==> src/rtl/uart_pkg.sv <==
// Shared constants and the receiver state type for the UART.
package uart_pkg;
  localparam int OVERSAMPLE   = 8;  // sample ticks per bit
  localparam int DATA_BITS    = 8;
  localparam int START_SAMPLE = 4;  // ticks from start edge to mid start bit
  localparam int FRAME_BITS   = DATA_BITS + 2;

  typedef enum logic [1:0] {RX_IDLE, RX_START, RX_DATA, RX_STOP} rx_state_e;
endpackage

==> src/rtl/uart_baud.sv <==
// Baud timing for the UART.
// Ports:
//   clk, reset  - system clock, async active-high reset
//   samp_clk    - one-clk oversample tick (accumulator carry)
//   tx_bit_clk  - one-clk tick every OVERSAMPLE samp_clk ticks (free running)
module uart_baud
  import uart_pkg::*;
#(
  parameter int Width = 16,
  parameter int Incr  = 1208
) (
  input  logic clk,
  input  logic reset,
  output logic samp_clk,
  output logic tx_bit_clk
);
  localparam int DW = $clog2(OVERSAMPLE);

  logic [Width-1:0] acc_q, acc_d;
  logic             samp_q, samp_d;
  logic [DW-1:0]    div_q, div_d;
  logic [Width:0]   sum;

  always_comb begin
    sum    = {1'b0, acc_q} + (Width+1)'(Incr);
    acc_d  = sum[Width-1:0];
    samp_d = sum[Width];
    div_d  = samp_q ? div_q + DW'(1) : div_q;
  end

  always_ff @(posedge clk or posedge reset) begin
    if (reset) begin
      acc_q  <= '0;
      samp_q <= 1'b0;
      div_q  <= '0;
    end else begin
      acc_q  <= acc_d;
      samp_q <= samp_d;
      div_q  <= div_d;
    end
  end

  assign samp_clk   = samp_q;
  assign tx_bit_clk = samp_q && (div_q == DW'(OVERSAMPLE-1));
endmodule

==> src/rtl/uart.sv <==
// 8N1 UART: transmitter, receiver with 8x oversampling.
// Ports:
//   clk, reset      - system clock, async active-high reset
//   rin / rout      - serial receive / transmit lines (idle high)
//   din, send       - transmit byte and level request; txbusy while sending
//   dout, ready     - received byte, one-clk valid pulse
//   samp_clk, rx_bit_clk, tx_bit_clk - timing ticks
//   ferr            - stop-bit error pulse (only with UART_FRAMING_CHECK_EN)
// Optional feature macro: UART_FRAMING_CHECK_EN.
module uart
  import uart_pkg::*;
#(
  parameter int Width = 16,
  parameter int Incr  = 1208
) (
  input  logic       clk,
  input  logic       reset,
  input  logic       rin,
  output logic       rout,
  input  logic [7:0] din,
  input  logic       send,
  output logic       txbusy,
  output logic [7:0] dout,
  output logic       ready,
  output logic       samp_clk,
  output logic       rx_bit_clk,
  output logic       tx_bit_clk
`ifdef UART_FRAMING_CHECK_EN
  , output logic     ferr
`endif
);
  uart_baud #(.Width(Width), .Incr(Incr)) u_baud (
    .clk(clk), .reset(reset), .samp_clk(samp_clk), .tx_bit_clk(tx_bit_clk)
  );

  // ---------------- transmitter ----------------
  logic                  rout_q, rout_d, txbusy_q, txbusy_d;
  logic [FRAME_BITS-1:0] tx_shift_q, tx_shift_d;
  logic [3:0]            tx_cnt_q, tx_cnt_d;

  always_comb begin
    rout_d     = rout_q;
    txbusy_d   = txbusy_q;
    tx_shift_d = tx_shift_q;
    tx_cnt_d   = tx_cnt_q;
    if (send && !txbusy_q) begin
      txbusy_d   = 1'b1;
      tx_shift_d = {1'b1, din, 1'b0};
      tx_cnt_d   = '0;
    end else if (txbusy_q && tx_bit_clk) begin
      // the tick after the stop bit has been on the line for a full bit
      if (tx_cnt_q == 4'(FRAME_BITS)) begin
        txbusy_d = 1'b0;
      end else begin
        rout_d     = tx_shift_q[0];
        tx_shift_d = {1'b1, tx_shift_q[FRAME_BITS-1:1]};
        tx_cnt_d   = tx_cnt_q + 4'd1;
      end
    end
  end

  always_ff @(posedge clk or posedge reset) begin
    if (reset) begin
      rout_q     <= 1'b1;
      txbusy_q   <= 1'b0;
      tx_shift_q <= '1;
      tx_cnt_q   <= '0;
    end else begin
      rout_q     <= rout_d;
      txbusy_q   <= txbusy_d;
      tx_shift_q <= tx_shift_d;
      tx_cnt_q   <= tx_cnt_d;
    end
  end

  assign rout   = rout_q;
  assign txbusy = txbusy_q;

  // ---------------- receiver ----------------
  logic       sync1_q, sync2_q, rx_prev_q, rx_prev_d;
  rx_state_e  rx_state_q, rx_state_d;
  logic [2:0] rx_cnt_q, rx_cnt_d, rx_nbit_q, rx_nbit_d;
  logic [7:0] rx_shift_q, rx_shift_d, dout_q, dout_d;
  logic       ready_q, ready_d, rx_bit_q, rx_bit_d, ferr_q, ferr_d;

  always_comb begin
    rx_state_d = rx_state_q;
    rx_cnt_d   = rx_cnt_q;
    rx_nbit_d  = rx_nbit_q;
    rx_shift_d = rx_shift_q;
    dout_d     = dout_q;
    ready_d    = 1'b0;
    rx_bit_d   = 1'b0;
    ferr_d     = 1'b0;
    // line level as seen at the previous tick, for start-edge detection
    rx_prev_d  = samp_clk ? sync2_q : rx_prev_q;
    if (samp_clk) begin
      unique case (rx_state_q)
        RX_IDLE: if (rx_prev_q && !sync2_q) begin
          rx_state_d = RX_START;
          rx_cnt_d   = '0;
        end
        RX_START: if (rx_cnt_q == 3'(START_SAMPLE-1)) begin
          rx_bit_d   = 1'b1;
          rx_cnt_d   = '0;
          rx_nbit_d  = '0;
          rx_state_d = sync2_q ? RX_IDLE : RX_DATA;  // high here = glitch
        end else rx_cnt_d = rx_cnt_q + 3'd1;
        RX_DATA: if (rx_cnt_q == 3'(OVERSAMPLE-1)) begin
          rx_bit_d   = 1'b1;
          rx_cnt_d   = '0;
          rx_shift_d = {sync2_q, rx_shift_q[7:1]};
          if (rx_nbit_q == 3'(DATA_BITS-1)) rx_state_d = RX_STOP;
          else rx_nbit_d = rx_nbit_q + 3'd1;
        end else rx_cnt_d = rx_cnt_q + 3'd1;
        RX_STOP: if (rx_cnt_q == 3'(OVERSAMPLE-1)) begin
          rx_bit_d   = 1'b1;
          rx_cnt_d   = '0;
          rx_state_d = RX_IDLE;
`ifdef UART_FRAMING_CHECK_EN
          if (sync2_q) begin
            dout_d  = rx_shift_q;
            ready_d = 1'b1;
          end else ferr_d = 1'b1;
`else
          dout_d  = rx_shift_q;
          ready_d = 1'b1;
`endif
        end else rx_cnt_d = rx_cnt_q + 3'd1;
        default: rx_state_d = RX_IDLE;
      endcase
    end
  end

  always_ff @(posedge clk or posedge reset) begin
    if (reset) begin
      sync1_q    <= 1'b1;
      sync2_q    <= 1'b1;
      rx_prev_q  <= 1'b1;
      rx_state_q <= RX_IDLE;
      rx_cnt_q   <= '0;
      rx_nbit_q  <= '0;
      rx_shift_q <= '0;
      dout_q     <= '0;
      ready_q    <= 1'b0;
      rx_bit_q   <= 1'b0;
      ferr_q     <= 1'b0;
    end else begin
      sync1_q    <= rin;
      sync2_q    <= sync1_q;
      rx_prev_q  <= rx_prev_d;
      rx_state_q <= rx_state_d;
      rx_cnt_q   <= rx_cnt_d;
      rx_nbit_q  <= rx_nbit_d;
      rx_shift_q <= rx_shift_d;
      dout_q     <= dout_d;
      ready_q    <= ready_d;
      rx_bit_q   <= rx_bit_d;
      ferr_q     <= ferr_d;
    end
  end

  assign dout       = dout_q;
  assign ready      = ready_q;
  assign rx_bit_clk = rx_bit_q;
`ifdef UART_FRAMING_CHECK_EN
  assign ferr = ferr_q;
`else
  logic unused_ferr;
  assign unused_ferr = ferr_q;
`endif
endmodule

==> config.mk <==
export PLATFORM = sky130hd
export DESIGN_NAME = uart
export DESIGN_NICKNAME = d
export VERILOG_FILES = /design/src/rtl/uart_pkg.sv /design/src/rtl/uart_baud.sv /design/src/rtl/uart.sv
export SDC_FILE = /design/constraint.sdc
export NUM_CORES = 1
export LEC_CHECK = 0
export ABC_AREA = 0
export CAP_MARGIN = 40
export CORE_AREA = 5 5 79 81
export DETAILED_ROUTE_END_ITERATION = 10
export DIE_AREA = 0 0 84 86
export GPL_TIMING_DRIVEN = 0
export MAX_ROUTING_LAYER = met4
export PLACE_DENSITY = 0.85
export SETUP_SLACK_MARGIN = 0.5
export SYNTH_ARGS = -nofsm -noshare
export SYNTH_HDL_FRONTEND = slang
export SYNTH_HIERARCHICAL = 1
export SYNTH_SLANG_ARGS = --single-unit
==> constraint.sdc <==
create_clock -name clk -period 3.41 [get_ports clk]
set_input_delay 0.5115 -clock clk [delete_from_list [all_inputs] [get_ports clk]]
set_output_delay 0.5115 -clock clk [all_outputs]
set_load 0.05 [all_outputs]
==> impl_results.md, run 1 <==
* Die width at 84 um
* Power density over the cells at 408 mW/mm^2
* Net Sw Frac at 0.222
* Initial Util at 0.534
* Most common cell after layout, fill and taps aside: dfrtp_1
* Sequential group share of total power at 0.549
* Syn-to-layout area delta at 18.5%
* Crit path max fanout at 2
* Worst-path clk slew at 0.07 ns
* Max frequency at 406 MHz
* Ports at 26
* Worst Path Arrival at 1.95 ns
* Remaining DRCs at 0
* Post-Syn Area at 0.00289 mm^2
* Total CTS buffers at 9
* GRT Util Overall at 0.164
* Wirelength per Cell at 14.4 um
* Sequential cell area fraction in the yosys report at 0.534
* CP required at 2.90 ns
* Post-Layout Cell Count at 350
* Die area at 0.00722 mm^2
* N_diodes at 0
* Crit path from: u_baud/div_q[0]
* Multi-input logic area at 0.00123 mm^2
* Critical hold path startpoint: sync1_q
* Slew @ Worst Pin at 0.627 ns
* Fin crit period at 2.46 ns
* Number of synthesized flops with an enable pin at 0
* Clock sinks at 61
* Clock share of power at 0.409
* First-pass GRT wire length at 8930 um
* Worst reg2reg path startpoint: u_baud/div_q[0]
* Clk_lat worst skew at 0.34 ns
* Final Slew Violations at 0
* Post-DP HPWL at 3390 um
* Int Pwr at 0.00109 W
* Routed vias at 1888
* Deepest level of the CTS H-tree at 3
* Setup bufs post-CTS at 0
* Cells on worst reg2reg path at 8
* FFs w/ async S/R, synth at 1.00
* Final Hold Viols at 0
* CP endpoint: tx_bit_clk
* Worst slew margin relative to its limit at 0.582
* Yosys top cell area share at 0.416
* Unrepaired setup endpoints after global routing: false
* Clk_skew at 0.00964 ns
* Setup CP Type: flip-flop to output pin
* Final-stage net count at 297
* Class of the worst hold path: flip-flop to flip-flop
* Hold path depth at 0
* Core area at 0.00541 mm^2
* Net Sw Power at 0.000309 W
* Syn Inst Count at 236
* Largest net degree at the start of global routing at 31
* Std cell rows at 27
* Netlist cell types at 52
* Initial drt markers at 91
* Cts hold-fix bufs at 0
* Total power at 0.00139 W
* Comb pwr share at 0.042
* Maximum VDD drop at 0.318 mV
* CTS tree: built
* Vias in the first global route at 1900
* Placed Cells at 334
* Critical path endpoint category: output pin
* Outcome: completed
* Die height at 86 um
* Max cap viols at 0
* Buffers on Ports at 25
* Root Buffer Master: clkbuf_8
* Synth top area cells: dfrtp_1 (42%), dfstp_2 (12%), mux2_2 (7.4%)
* Synth Area per Inst at 12.2 um^2
* Leak at 1.57 nW
* YS warnings at 6
* Routability cong. at 0.818
* Top_reg_cell synth: dfrtp_1
* Final Cycle Share at 0.722
* Vias per cell at 5.39
* Flops & latches, synth at 61
* Clock Path Buffers at 2
* PostCTS Resize Cnt at 0
* Endpoints failing setup at 0
* Antenna-violating nets left at 0
* FILL cells at 422
* R2R Setup Slk at 1.65 ns
* Most frequent cells in the layout: dfrtp_1 (48), clkdlybuf4s50_1 (25), mux2_2 (19)
* GRT overflow at 0
* Final wirelength at 5030 um
* Crit path launch type: flip-flop
* DRT Pass-1 Iters at 4
* Register area at 0.00154 mm^2
* Yosys top cell by area: dfrtp_1
* TNS Setup at 0 ns
* Layout cells sized above 1 at 0.252
* Hold WS at 0.360 ns
* Post-Syn Nets at 260
* RR Endpoint: tx_shift_q[4]
* Antenna violations before repair at 0
-- cell usage after synthesis (all sizes together) (2+ instances only) --
master  instances
a21o            2
a21oi          11
a41oi           7
buf             8
dfrtp          48
dfstp          13
ha             12
inv            15
mux2           21
mux2i           3
nand2          12
nand2b          5
nand3           7
nand3b          3
nand4           2
nand4b          3
nor2           11
o211ai          4
o21ai          13
o22ai           3
xnor2           7
xor2            7
-- flip-flops by register name, indices dropped and copies added, names as in the netlist, named ones only --
| name | count |
|---|---|
| dout | 8 |
| ready | 1 |
| rout | 1 |
| rx_bit_clk | 1 |
| rx_cnt_q | 3 |
| rx_nbit_q | 3 |
| rx_prev_q | 1 |
| rx_shift_q | 8 |
| rx_state_q | 1 |
| sync1_q | 1 |
| sync2_q | 1 |
| tx_cnt_q | 4 |
| tx_shift_q | 9 |
| txbusy | 1 |
| u_baud/acc_q | 13 |
| u_baud/div_q | 3 |
| u_baud/samp_clk | 1 |
-- final cells by class --
cell class,count,share of cell area
Sequential cell,61,0.451
Multi-Input combinational cell,151,0.359
Timing Repair Buffer,26,0.0790
Clock buffer,15,0.0486
Tap cell,72,0.0263
Buffer,9,0.0176
Inverter,15,0.0165
Clock inverter,1,0.00219
-- critical path, cell delays in order, from the launching register on --
cell	delay, ns
dfrtp_1	0.41
ha_1	0.21
ha_1	0.16
and2_1	0.14
clkdlybuf4s50_1	0.70
-- per-stage QoR --
stage / cell area, um^2 / worst slack, ns / util
3_3_place_gp: 3230 / 1.01 / 0.597
6_report: 3420 / 0.948 / 0.633
2_1_floorplan: 2890 / 1.30 / -
5_1_grt: 3420 / 0.865 / 0.633
3_5_place_dp: 3250 / 1.31 / 0.601
4_1_cts: 3420 / 0.924 / 0.633
-- worst min path at each step --
stage | endpoint
after global placement | sync2_q
final | sync2_q
after detailed placement | sync2_q
after floorplan | sync2_q
after CTS | sync2_q
after global routing | sync2_q
-- power by group through the flow --
stage / logic (W) / clock network (W) / registers, W
after global routing: 0.0000679 / 0.000630 / 0.000768
after CTS: 0.0000604 / 0.000595 / 0.000765
final: 0.0000585 / 0.000571 / 0.000766
after detailed placement: 0.0000600 / 0 / 0.000778
after floorplan: 0.0000347 / 0 / 0.000774
after global placement: 0.0000540 / 0 / 0.000777
-- cell families (layout without fill, tap and decap cells) --
| family | count (synthesis) | after routing | share of synthesized area |
|---|---|---|---|
| adder cells (fa/ha/maj) | 12 | 12 | 0.0520 |
| multiplexers | 24 | 24 | 0.0949 |
| flip-flops | 61 | 61 | 0.534 |
| XOR/XNOR | 14 | 14 | 0.0425 |
| AO/OA/AOI/OAI | 50 | 50 | 0.119 |
| buffers and inverters | 24 | 66 | 0.0403 |
| AND/OR/NAND/NOR | 51 | 51 | 0.117 |
-- routing by layer --
metal	wire length [um]	up-vias	track usage
met1	2320	934	0.203
met5	0	-	-
met4	76	0	0.0687
li1	-	912	-
met3	227	8	0.0644
met2	2410	34	0.240
Note: power is estimated with default switching activity, not from simulation.
==> run 2, diff against run 1 <==
CORE_AREA = 5 5 82 84   (was 5 5 79 81)
DIE_AREA = 0 0 87 89   (was 0 0 84 86)
PLACE_DENSITY = 0.83   (was 0.85)
clock period = 2.2 ns   (was 3.41 ns; I/O delays follow)
==> impl_results.md, run 2 (same netlist as run 1, synthesis figures left out) <==
* Root Buffer Master: clkbuf_8
* Clk_skew at 0.00824 ns (-0.00140 ns)
* Critical path endpoint category: output pin
* Pre-CTS WS at 0.297 ns (-1.01 ns)
* Clock sinks at 61 (unchanged)
* Worst Path Arrival at 1.40 ns (-0.55 ns)
* Outcome: completed
* Crit-path cells: ha_1 > ha_1 > and2_4 > buf_4
* Clk_lat worst skew at 0.34 ns (about the same)
* DRT Pass-1 Iters at 4 (unchanged)
* GRT overflow at 0 (unchanged)
* Die area at 0.00774 mm^2 (+7.2%)
* Unrepaired setup endpoints after global routing: true
* Die height at 89 um (+3.5%)
* Maximum VDD drop at 0.469 mV (+47%)
* Initial Util at 0.494 (-0.0407)
* Deepest level of the CTS H-tree at 3 (unchanged)
* Final setup margin at 0.473 ns (-0.475 ns)
* Vias in the first global route at 2012 (+5.9%)
* Slew @ Worst Pin at 0.637 ns (+0.0106 ns)
* Top Registers: u_baud/acc_q (13), tx_shift_q (9)
* Post-DP HPWL at 3630 um (+7.1%)
* Most common cell after layout, fill and taps aside: dfrtp_1
* Family with the most delay on the worst path: flip-flops
* Endpoints failing setup at 0 (unchanged)
* Antenna-violating nets left at 0 (unchanged)
* Largest net degree at the start of global routing at 30 (-3.2%)
* Buffers on Ports at 25 (unchanged)
* Remaining DRCs at 0 (unchanged)
* Routed vias at 1978 (+4.8%)
* Std cell rows at 28 (+3.7%)
* Power density over the cells at 736 mW/mm^2 (+81%)
* Cell Area, Placed at 0.00326 mm^2 (+0.23%)
* Crit path launch type: flip-flop
* Top cell by count, worst path: ha_1
* Largest Register: u_baud/acc_q
* Final-stage net count at 300 (+1.0%)
* Worst slew margin relative to its limit at 0.575 (-0.00706)
* Final Hold Viols at 0 (unchanged)
* Worst-path clk slew at 0.07 ns (about the same)
* Ports at 26 (unchanged)
* Initial drt markers at 191 (+110%)
* Layout cells sized above 1 at 0.306 (+0.0543)
* Wirelength per Cell at 15.7 um (+9.0%)
* Final Slew Violations at 0 (unchanged)
* Most frequent cells in the layout: dfrtp_1 (47), mux2_2 (19), dfstp_2 (13)
* Crit path max fanout at 2 (unchanged)
* Vias per cell at 5.56 (+3.0%)
* Hold WS at 0.316 ns (-0.0431 ns)
* Max cap viols at 0 (unchanged)
* Max FFs per register at 13 (unchanged)
* Antenna violations before repair at 0 (unchanged)
* Routability cong. at 0.828 (+1.3%)
* Post-route cell area at 0.00357 mm^2 (+4.4%)
* Class of the worst hold path: input port to asynchronous set/reset pin
* CTS tree: built
* CP max stage cell: dfrtp_1
* Max frequency at 579 MHz
* CP required at 1.87 ns (-1.03 ns)
* Die width at 87 um (+3.6%)
* GRT Util Overall at 0.165 (+0.000758)
* FILL cells at 448 (+6.2%)
* Setup CP Type: flip-flop to output pin
* Fin crit period at 1.73 ns
* N_diodes at 0 (unchanged)
* Clock Path Buffers at 2 (unchanged)
* First-pass GRT wire length at 9450 um (+5.9%)
* Leak at 1.68 nW (+7.3%)
* Final Cycle Share at 0.785
* WP buf/inv at 1 (unchanged)
* Total CTS buffers at 9 (unchanged)
* Final wirelength at 5580 um (+11%)
* Core area at 0.00585 mm^2 (+8.2%)
* TNS Setup at 0 ns (unchanged)
* Final Util at 0.610 (-0.0228)
* Syn-to-layout area delta at 23.7%
* Crit-path max cell delay at 0.38 ns (-0.32 ns)
run 2: metal layers:
layer	up-vias	track usage	wire length, um
met5	-	-	0
met4	0	0.0892	116
li1	921	-	-
met3	15	0.0461	273
met2	58	0.257	2800
met1	984	0.193	2390
run 2: where the power goes:
part           switching, W  internal (W)
logic             0.0000513     0.0000434
clock network      0.000446      0.000898
registers         0.0000221       0.00117
run 2: layout make-up:
| type | instances | area [um^2] | share of cell area |
|---|---|---|---|
| inverter | 15 | 56.3 | 0.0158 |
| clock buffer | 10 | 138 | 0.0385 |
| sequential | 61 | 1540 | 0.432 |
| clock inverter | 6 | 134 | 0.0375 |
| timing repair buffer | 29 | 278 | 0.0778 |
| buffer | 9 | 68.8 | 0.0193 |
| multi-input combinational | 151 | 1260 | 0.352 |
| tap | 75 | 93.8 | 0.0263 |
run 2: per-stage QoR:
stage,total power [W],std cells
finish,0.00263,356
global route,0.00272,356
CTS,0.00265,353
detailed placement,0.00130,337
global placement,0.00129,336
floorplan,0.00125,236
run 2: worst register-to-register path, stage by stage, from the launching register on:
cell and delay [ns]:
dfrtp_1 0.38, ha_1 0.20, ha_1 0.17, and2_4 0.14, clkbuf_4 0.19, nand2_4 0.10, buf_6 0.13, o21ai_0 0.11
a21oi_1 0.17
run 2: worst paths after layout:
check | start | endpoint | slack [ns] | cells after the start
worst min-delay path | reset | tx_cnt_q[1] | 0.32 | 2
worst max-delay path | u_baud/div_q[0] | tx_bit_clk | 0.47 | 4
max in group asynchronous | reset | u_baud/samp_clk | 1.32 | 2
worst max register to register | u_baud/div_q[0] | tx_shift_q[4] | 0.55 | 8
worst min register to register | sync1_q | sync2_q | 0.36 | 0
min in group clk | sync1_q | sync2_q | 0.36 | 0
run 2: what timing repair did:
action,CTS,global route
gates cloned,0,0
endpoints found under the setup margin,21,28
hold buffers,0,0
gates resized for setup,20,14
buffers inserted,0,3
pin swaps,0,3
==> run 3, diff against run 2 <==
CORE_AREA = 5 5 79 81   (was 5 5 82 84)
DIE_AREA = 0 0 84 86   (was 0 0 87 89)
PLACE_DENSITY = 0.85   (was 0.83)
clock period = 1.66 ns   (was 2.2 ns; I/O delays follow)
==> impl_results.md, run 3 (same netlist as run 1, synthesis figures left out) <==
* First-pass GRT wire length at 10100 um (+7.3%)
* GRT met1 Usage at 0.211 (+0.0184)
* GRT Util Overall at 0.186 (+0.0217)
* Unrepaired setup endpoints after global routing: true
* Root Buffer Master: clkbuf_8
* Leak at 1.92 nW (+14%)
* Maximum VDD drop at 0.537 mV (+15%)
* Crit path max fanout at 6 (+4)
* Final Cycle Share at 1.03
* Vias per cell at 5.73 (+3.1%)
* Worst slew margin relative to its limit at 0.550 (-0.0244)
* Max FFs per register at 13 (unchanged)
* Die area at 0.00722 mm^2 (-6.7%)
* Total CTS buffers at 9 (unchanged)
* Crit-path cells: ha_2 > ha_4 > and2_4 > buf_8 > buf_4 > buf_4 > a41oi_1 > a21oi_1
* Antenna-violating nets left at 0 (unchanged)
* Clock sinks at 61 (unchanged)
* Buffers on Ports at 25 (unchanged)
* Final Util at 0.773 (+0.162)
* Most frequent cells in the layout: dfrtp_1 (46), buf_6 (26), buf_4 (25)
* DRT Pass-1 Iters at 4 (unchanged)
* Largest Register: u_baud/acc_q
* Class of the worst hold path: input port to asynchronous set/reset pin
* Most common cell after layout, fill and taps aside: dfrtp_1
* Final setup margin at -0.0533 ns (-0.526 ns)
* Worst-path clk slew at 0.07 ns (about the same)
* CP max stage cell: dfrtp_1
* Slew @ Worst Pin at 0.674 ns (+0.0366 ns)
* Outcome: finished with violations
* Failing checks: negative setup slack
* GRT overflow at 0 (unchanged)
* FILL cells at 311 (-31%)
* Die height at 86 um (-3.4%)
* Endpoints failing setup at 1 (+1)
* Met2 Track Usage GR at 0.295 (+0.0376)
* Layout cells sized above 1 at 0.530 (+0.224)
* Final Slew Violations at 0 (unchanged)
* Post-route cell area at 0.00418 mm^2 (+17%)
* CTS tree: built
* CP required at 1.92 ns (+0.05 ns)
* Met3 GRT Util at 0.0519 (+0.00579)
* Std cell rows at 27 (-3.6%)
* Remaining DRCs at 0 (unchanged)
* Vias in the first global route at 2171 (+7.9%)
* Worst Path Arrival at 1.98 ns (+0.58 ns)
* Largest net degree at the start of global routing at 29 (-3.3%)
* Max frequency at 584 MHz
* Routability cong. at 0.845 (+2.0%)
* Crit path launch type: flip-flop
* Clock Path Buffers at 2 (unchanged)
* Fin crit period at 1.71 ns
* Crit-path max cell delay at 0.38 ns (about the same)
* Wirelength per Cell at 18.4 um (+17%)
* Ports at 26 (unchanged)
* Power density over the cells at 724 mW/mm^2 (-1.6%)
* Cell Area, Placed at 0.00331 mm^2 (+1.5%)
* Clk_lat worst skew at 0.34 ns (about the same)
* Initial Util at 0.534 (+0.0407)
* Antenna violations before repair at 0 (unchanged)
* Final Hold Viols at 0 (unchanged)
* Max cap viols at 0 (unchanged)
* Syn-to-layout area delta at 44.6%
* Die width at 84 um (-3.4%)
* Final wirelength at 7080 um (+27%)
* Top Registers: u_baud/acc_q (13), tx_shift_q (9)
* Initial drt markers at 159 (-17%)
* GR peak layer: met2
* Critical path endpoint category: flip-flop
* Clk_skew at 0.00987 ns (+0.00163 ns)
* Final-stage net count at 332 (+11%)
* Routed vias at 2206 (+12%)
* N_diodes at 0 (unchanged)
* Post-DP HPWL at 3440 um (-5.4%)
* Core area at 0.00541 mm^2 (-7.6%)
* Deepest level of the CTS H-tree at 3 (unchanged)
* Top cell by count, worst path: buf_4
* Setup CP Type: flip-flop to flip-flop
[run 3: final timing paths]
check                                  end  slack (ns)  depth (start not counted)             from
min in group clk                   sync1_q        0.33                          1              rin
setup reg to reg             tx_shift_q[4]       -0.05                          8  u_baud/div_q[1]
setup / recovery             tx_shift_q[4]       -0.05                          8  u_baud/div_q[1]
hold reg to reg                    sync2_q        0.36                          0          sync1_q
max in group asynchronous  u_baud/samp_clk        0.79                          2            reset
hold / removal                 tx_cnt_q[3]        0.28                          2            reset
[run 3: worst max-delay path: cells and delay by family (launching register included)]
family                     cells  cell delay (ns)
DFF                            1             0.38
and+or+nand+nor                1             0.16
AOI/OAI and AO/OA              2             0.34
adders and majority gates      2             0.35
buffers and inverters          3             0.39
[run 3: final cells by class]
type                    count  area [um^2]  area share
well taps                  72         90.1      0.0216
repair buffers             60          596       0.143
flip-flops and latches     61         1550       0.370
plain buffers               9         83.8      0.0201
multi-input cells         152         1610       0.384
inverters                  15         65.1      0.0156
clock buffers              11          141      0.0339
clock inverters             5         50.0      0.0120
[run 3: per-layer routing]
metal | vias up | wire length [um]
met5 | - | 0
met4 | 0 | 352
met3 | 33 | 359
met2 | 84 | 3590
met1 | 1096 | 2780
li1 | 993 | -
[run 3: stage by stage]
stage / setup WS, ns / TNS, ns / power (W) / hold slack, ns / instances
3_5_place_dp: -0.168 / -0.168 / 0.00172 / 0.349 / 334
5_1_grt: -0.108 / -0.359 / 0.00314 / 0.312 / 385
3_3_place_gp: -0.168 / -0.168 / 0.00171 / 0.348 / 333
6_report: -0.0533 / -0.0533 / 0.00302 / 0.285 / 385
2_1_floorplan: 0.118 / 0 / 0.00166 / 0.175 / 236
4_1_cts: 0.0343 / 0 / 0.00302 / 0.282 / 371
[run 3: timing repair]
action                                  in CTS  in global routing
cloned                                       2                  0
gates resized for setup                    141                 46
endpoints found under the setup margin      65                 66
hold buffers                                 0                  0
setup buffers                               19                 14
pin swaps                                   16                 13
[run 3: power by group]
| group | internal [W] | switching (W) |
|---|---|---|
| logic | 0.0000624 | 0.0000757 |
| clock network | 0.000724 | 0.000584 |
| registers | 0.00155 | 0.0000303 |
| total | 0.00233 | 0.000690 |
